[src/rtl/debug_probe_pkg.sv]
// Shared display types for the debug probe selector: segment type, blank
// pattern and the active-low hex glyph table with its lookup function.
package debug_probe_pkg;

  typedef logic [6:0] seg_t;

  localparam seg_t SEG_BLANK = 7'b1111111;

  // Index is the nibble value; bit0=a .. bit6=g, active-low.
  localparam seg_t HEX_GLYPH [16] = '{
    7'b1000000, 7'b1111001, 7'b0100100, 7'b0110000,
    7'b0011001, 7'b0010010, 7'b0000010, 7'b1111000,
    7'b0000000, 7'b0010000, 7'b0001000, 7'b0000011,
    7'b1000110, 7'b0100001, 7'b0000110, 7'b0001110
  };

  function automatic seg_t hex_glyph(input logic [3:0] nib);
    return HEX_GLYPH[nib];
  endfunction

endpackage

[src/rtl/btn_debounce.sv]
// Raw active-low push button to single-cycle press event: 2-flop
// synchroniser, stability counter, accepted level and rising-edge pulse.
module btn_debounce #(
  parameter int DEBOUNCE_CYC = 50000
) (
  input  logic clk,
  input  logic rst,
  input  logic btn_n,
  output logic press_evt
);

  localparam int CNT_W = $clog2(DEBOUNCE_CYC);

  logic [1:0]       sync;
  logic [CNT_W-1:0] cnt;
  logic             pressed;

  // The chain carries the pressed level, so "cleared" also means "released".
  always_ff @(posedge clk) begin
    if (rst) begin
      sync      <= 2'b00;
      cnt       <= '0;
      pressed   <= 1'b0;
      press_evt <= 1'b0;
    end else begin
      sync      <= {sync[0], ~btn_n};
      press_evt <= 1'b0;
      if (sync[1] == pressed) begin
        cnt <= '0;
      end else if (cnt == CNT_W'(DEBOUNCE_CYC - 1)) begin
        pressed   <= sync[1];
        cnt       <= '0;
        press_evt <= sync[1];
      end else begin
        cnt <= cnt + CNT_W'(1);
      end
    end
  end

endmodule

[src/rtl/debug_probe_display.sv]
// Probe channel selector driving DIGITS seven-segment displays with button
// stepping, auto-scroll and freeze. Define DEBUG_PROBE_BLANK_EN to blank
// leading-zero digits.
module debug_probe_display
  import debug_probe_pkg::*;
#(
  parameter int NUM_CH       = 14,
  parameter int DATA_W       = 32,
  parameter int DIGITS       = DATA_W / 4,
  parameter int DEBOUNCE_CYC = 50000,
  parameter int AUTO_PERIOD  = 50000000,
  parameter int SEL_W        = $clog2(NUM_CH)
) (
  input  logic                     clk,
  input  logic                     rst,
  input  logic [NUM_CH*DATA_W-1:0] probe_flat,
  input  logic                     btn_next_n,
  input  logic                     btn_prev_n,
  input  logic                     auto_en,
  input  logic                     freeze,
  output logic [DIGITS*7-1:0]      seg_flat,
  output logic [SEL_W-1:0]         sel,
  output logic                     step_pulse
);

  localparam int AUTO_W = (AUTO_PERIOD > 1) ? $clog2(AUTO_PERIOD) : 1;

  logic              next_evt;
  logic              prev_evt;
  logic [AUTO_W-1:0] auto_timer;
  logic              auto_tick;
  logic [SEL_W-1:0]  sel_nxt;
  logic [SEL_W-1:0]  sel_inc;
  logic [SEL_W-1:0]  sel_dec;
  logic [DATA_W-1:0] word;
  logic [DATA_W-1:0] hold;
  logic [DIGITS*7-1:0] seg_nxt;

  btn_debounce #(.DEBOUNCE_CYC(DEBOUNCE_CYC)) u_next (
    .clk       (clk),
    .rst       (rst),
    .btn_n     (btn_next_n),
    .press_evt (next_evt)
  );

  btn_debounce #(.DEBOUNCE_CYC(DEBOUNCE_CYC)) u_prev (
    .clk       (clk),
    .rst       (rst),
    .btn_n     (btn_prev_n),
    .press_evt (prev_evt)
  );

  assign auto_tick = auto_en && (auto_timer == AUTO_W'(AUTO_PERIOD - 1));

  // Manual events restart the spacing so auto-scroll never lands right after a press.
  always_ff @(posedge clk) begin
    if (rst || !auto_en || next_evt || prev_evt || auto_tick) begin
      auto_timer <= '0;
    end else begin
      auto_timer <= auto_timer + AUTO_W'(1);
    end
  end

  assign sel_inc = (sel == SEL_W'(NUM_CH - 1)) ? '0 : sel + SEL_W'(1);
  assign sel_dec = (sel == '0) ? SEL_W'(NUM_CH - 1) : sel - SEL_W'(1);

  always_comb begin
    sel_nxt = sel;
    if (next_evt && prev_evt) begin
      sel_nxt = sel;
    end else if (next_evt) begin
      sel_nxt = sel_inc;
    end else if (prev_evt) begin
      sel_nxt = sel_dec;
    end else if (auto_tick) begin
      sel_nxt = sel_inc;
    end
  end

  always_ff @(posedge clk) begin
    if (rst) begin
      sel        <= '0;
      step_pulse <= 1'b0;
    end else begin
      sel        <= sel_nxt;
      step_pulse <= (sel_nxt != sel);
    end
  end

  // Any index without a matching channel falls back to channel 0.
  always_comb begin
    word = probe_flat[DATA_W-1:0];
    for (int i = 1; i < NUM_CH; i++) begin
      if (sel == SEL_W'(i)) word = probe_flat[i*DATA_W +: DATA_W];
    end
  end

  always_ff @(posedge clk) begin
    if (rst) begin
      hold <= '0;
    end else if (!freeze) begin
      hold <= word;
    end
  end

  always_comb begin
`ifdef DEBUG_PROBE_BLANK_EN
    logic leading;
    leading = 1'b1;
`endif
    seg_nxt = '0;
    for (int d = DIGITS - 1; d >= 0; d--) begin
      seg_nxt[d*7 +: 7] = hex_glyph(hold[d*4 +: 4]);
`ifdef DEBUG_PROBE_BLANK_EN
      if (hold[d*4 +: 4] != 4'h0 || d == 0) leading = 1'b0;
      if (leading) seg_nxt[d*7 +: 7] = SEG_BLANK;
`endif
    end
  end

  always_ff @(posedge clk) begin
    if (rst) begin
      seg_flat <= {DIGITS{HEX_GLYPH[0]}};
    end else begin
      seg_flat <= seg_nxt;
    end
  end

endmodule

[config.mk]
export PLATFORM = sky130hd
export DESIGN_NAME = debug_probe_display
export DESIGN_NICKNAME = d
export VERILOG_FILES = /design/src/rtl/debug_probe_pkg.sv /design/src/rtl/btn_debounce.sv /design/src/rtl/debug_probe_display.sv
export SDC_FILE = /design/constraint.sdc
export NUM_CORES = 1
export LEC_CHECK = 0
export CAP_MARGIN = 20
export CORE_AREA = 2 2 199 201
export DETAILED_ROUTE_END_ITERATION = 10
export DIE_AREA = 0 0 201 203
export PLACE_DENSITY = 0.6
export RECOVER_POWER = 100
export SYNTH_ARGS = -nofsm -noshare
export SYNTH_HDL_FRONTEND = slang
export SYNTH_SLANG_ARGS = --single-unit
[constraint.sdc]
create_clock -name clk -period 4.2 [get_ports clk]
set_clock_uncertainty 0.05 [all_clocks]
set_input_delay 1.05 -clock clk [delete_from_list [all_inputs] [get_ports clk]]
set_output_delay 1.05 -clock clk [all_outputs]
set_load 0.01 [all_outputs]
==> metrics.md <==
| Metric | Value |
|---|---|
| Top flip-flop cell by instance count after synthesis | `sky130_fd_sc_hd__dfxtp_1` |
| Number of design rule violations left after detail routing | `0` |
| Number of vias after detailed routing | `14200` |
| Initial cell density of the core | `30.7%` |
| Static leakage | `6.52 nW` |
| Slack of the worst reg-to-reg path | `0.52 ns` |
| Max-capacitance violation count | `1` |
| Data arrival at the endpoint of the critical path | `4.05 ns` |
| I/O pin count | `515` |
| Count of placed standard cells in the final layout, fillers left out | `2508` |
| Buffers inserted during post-CTS setup optimization | `0` |
| F_max | `261 MHz` |
| Most used cell along the critical path | `sky130_fd_sc_hd__nor2_1` |
| Number of enable flip-flop cells after synthesis | `0` |
| Library cell used as clock root buffer | `sky130_fd_sc_hd__clkbuf_16` |
| Violated checks | `max-capacitance violations, max-slew violations` |
| Total congestion overflow | `0` |
| Post-Synthesis Net Count | `2041` |
| Worst path max stage delay | `0.87 ns` |
| Final critical-path required period | `3.83 ns` |
| Critical path launch point type | `input port` |
| Worst-case vdd ir drop | `0.000229 V` |
| Chip Width | `201 um` |
| Part of the cycle the worst path needs | `91.2%` |
| Area of the mapped netlist | `11800 um^2` |
| Data required time at the worst endpoint | `4.42 ns` |
| Global placement routability congestion | `0.975` |
| Number of clock sinks | `159` |
| Core Region | `38500 um^2` |
| Number of nets in the finished design | `2474` |
| DIE HEIGHT | `203 um` |
| Setup repair after global routing missed its margin | `no` |
| Overall routing resource usage | `27.8%` |
| Flops & latches, synth | `159` |
| Post-synthesis sequential area ratio | `26.9%` |
| Total power divided by cell area | `237 nW/um^2` |
| Number of buffers and inverters on the critical path | `2` |
| Global-route wire length before repair | `85.6 mm` |
| Syn_area_per_cell | `7.71 um^2` |
| Detailed-routing iteration count for the pre-antenna-repair pass | `5` |
| Via count of the first global-routing pass | `13400` |
| Clock slew at reported path FFs | `0.07 ns` |
| Clock latency on the worst-skew pair | `0.44 ns` |
| CTS H-tree depth | `4` |
| TritonCTS clock tree | `done` |
| Antenna violations before repair | `12` |
| Status | `finished with violations` |
| Maximum number of pins on one net before global-route repair | `41` |
| Worst slew margin relative to its limit | `-7.99%` |
| Input/output buffers | `514` |
| Cell family with most CP delay | `simple AND/OR/NAND/NOR gates` |
| Proportion of layout cells with a drive suffix above 1 | `5.51%` |
| Post-synthesis cell count | `1532` |
| Placed wire-length estimate | `47.4 mm` |
| CTS Buffer Depth | `2` |
| Number of setup violations in the final report | `0` |
| Area growth from synthesis to layout | `50.7%` |
| Total of cells resized after clock tree synthesis | `0` |
| Leading cell type in the layout, fill and taps excluded | `sky130_fd_sc_hd__clkdlybuf4s50_1` |
| Largest fanout of any net on the critical path | `26` |
| Total routed wirelength | `59.3 mm` |
| Number of buffers added to fix hold violations after cts | `0` |
| Worst hold path type | `reg2reg` |
| Number of vias per cell after detailed routing | `5.65` |
| Sort of element at the end of the critical path | `flip-flop` |
| Number of buffers inserted during clock tree synthesis | `17` |
| Highest-count cells in the layout ignoring fill and taps | `sky130_fd_sc_hd__clkdlybuf4s50_1 (453), sky130_fd_sc_hd__nor2_1 (175), sky130_fd_sc_hd__nand2_1 (163)` |
| Category of the most critical setup path | `in2reg` |
| Critical path cell sequence | `clkdlybuf4s50_1, nor4b_1, nand4_1, nor4_1, nor2_1, nand3_1, clkbuf_1, nor2_1` |
| Slew of the pin with the lowest slew margin | `1.62 ns` |
| Number of rows created at floorplan | `72` |
| Fraction of synthesis flops using an asynchronous set or reset pin | `0%` |
| Antenna Nets Post-Route | `0` |
| First-iteration detailed-routing DRC count | `1167` |
| Count of pins over their slew limit | `33` |
| Wire length per cell | `23.7 um` |
| Placed Instances | `2464` |
| Final setup TNS | `0 ns` |
| Hold violation count in the final report | `0` |
| Area of the die | `40800 um^2` |
| Warnings, synthesis | `0` |
| Unique cell type count in the Yosys netlist | `75` |
| Slowest-stage cell, CP | `sky130_fd_sc_hd__clkbuf_1` |
==> through the flow <==
| step | area (um^2) | power (mW) | utilization (%) | hold slack, ns | worst slack, ns |
|---|---|---|---|---|---|
| 2_1_floorplan | 11800 | 1.98 | - | 0.364 | 1.72 |
| 3_3_place_gp | 17300 | 2.65 | 44.9 | 0.385 | 0.839 |
| 3_5_place_dp | 17300 | 2.65 | 44.9 | 0.393 | 0.759 |
| 4_1_cts | 17900 | 4.28 | 46.4 | 0.403 | 0.685 |
| 5_1_grt | 17800 | 4.38 | 46.3 | 0.422 | 0.255 |
| 6_report | 17800 | 4.22 | 46.3 | 0.404 | 0.371 |
==> layout make-up <==
type	instances	area, um^2
clock inverters	15	175
fillers	3816	20700
diodes	12	30.0
inverters	45	169
clock buffers	17	425
flip-flops and latches	159	3190
multi-input cells	1197	7820
repair buffers	545	5360
well taps	518	648
==> metal layers <==
layer / up-vias / global-route usage [%] / share of wire (%)
met2: 700 / 45.4 / 47
li1: 6594 / - / -
met1: 6778 / 36.4 / 42
met5: - / 0 / 0
met4: 0 / 8.33 / 2.7
met3: 92 / 6.37 / 8.2
==> state kept, by name (all words and copies together) (netlist names) <==
| name | count |
|---|---|
| u_next.sync | 2 |
| u_prev.sync | 2 |
| sel | 4 |
| u_next.press_evt | 1 |
| seg_flat | 56 |
| u_prev.pressed | 1 |
| auto_timer | 26 |
| u_next.pressed | 1 |
| u_prev.press_evt | 1 |
| u_prev.cnt | 16 |
| u_next.cnt | 16 |
| hold | 32 |
| step_pulse | 1 |
==> path summary, 6_finish.rpt <==
path                                     from             end  cells after the start
worst max-delay path                  auto_en  auto_timer[24]                      8
worst min register to register  u_prev.cnt[0]   u_prev.cnt[0]                      1
worst min-delay path            u_prev.cnt[0]   u_prev.cnt[0]                      1
worst max register to register         sel[0]        hold[15]                      8
==> power by group <==
| part | internal [mW] | switching [mW] | total [mW] |
|---|---|---|---|
| Sequential | 1.57 | 0.0811 | 1.66 |
| Clock | 0.898 | 0.719 | 1.62 |
| Combinational | 0.575 | 0.372 | 0.947 |
==> cells by family (layout without fill, tap and decap cells) <==
| family | count (synthesis) | in the layout | share of synthesized area (%) |
|---|---|---|---|
| muxes | 30 | 30 | 2.57 |
| and+or+nand+nor | 542 | 542 | 22.0 |
| xor gates and xnor gates | 53 | 53 | 3.93 |
| other | 0 | 12 | 0 |
| adders and majority gates | 55 | 55 | 5.82 |
| buffers and inverters | 176 | 622 | 6.53 |
| DFF | 159 | 159 | 26.9 |
| AOI/OAI and AO/OA | 517 | 517 | 32.2 |
==> Yosys cell counts, types with 17 or more instances <==
library cell	number	share of area, %
sky130_fd_sc_hd__nor2b_1	33	1.7
sky130_fd_sc_hd__buf_2	47	2.0
sky130_fd_sc_hd__o22ai_1	34	1.8
sky130_fd_sc_hd__nand3_1	24	1.0
sky130_fd_sc_hd__o211ai_1	31	2.0
sky130_fd_sc_hd__a22oi_1	30	1.9
sky130_fd_sc_hd__dfxtp_1	159	27
sky130_fd_sc_hd__nor2_1	174	5.5
sky130_fd_sc_hd__ha_1	55	5.8
sky130_fd_sc_hd__o21bai_1	18	1.1
sky130_fd_sc_hd__nand2_1	163	5.2
sky130_fd_sc_hd__and3_1	23	1.2
sky130_fd_sc_hd__nand2b_1	24	1.3
sky130_fd_sc_hd__mux2i_1	27	2.3
sky130_fd_sc_hd__xnor2_1	27	2.0
sky130_fd_sc_hd__o21ai_0	48	2.0
sky130_fd_sc_hd__inv_1	42	1.3
sky130_fd_sc_hd__o221ai_1	44	3.3
sky130_fd_sc_hd__o221a_2	18	1.7
sky130_fd_sc_hd__a32oi_1	25	1.9
sky130_fd_sc_hd__buf_1	17	0.54
sky130_fd_sc_hd__a21oi_1	127	5.4
sky130_fd_sc_hd__clkbuf_1	59	1.9
sky130_fd_sc_hd__a211oi_1	27	1.7
sky130_fd_sc_hd__nor3_1	28	1.2
sky130_fd_sc_hd__a221o_1	20	1.7
sky130_fd_sc_hd__xor2_1	26	1.9
No activity file was read; power rests on OpenSTA's default activity.
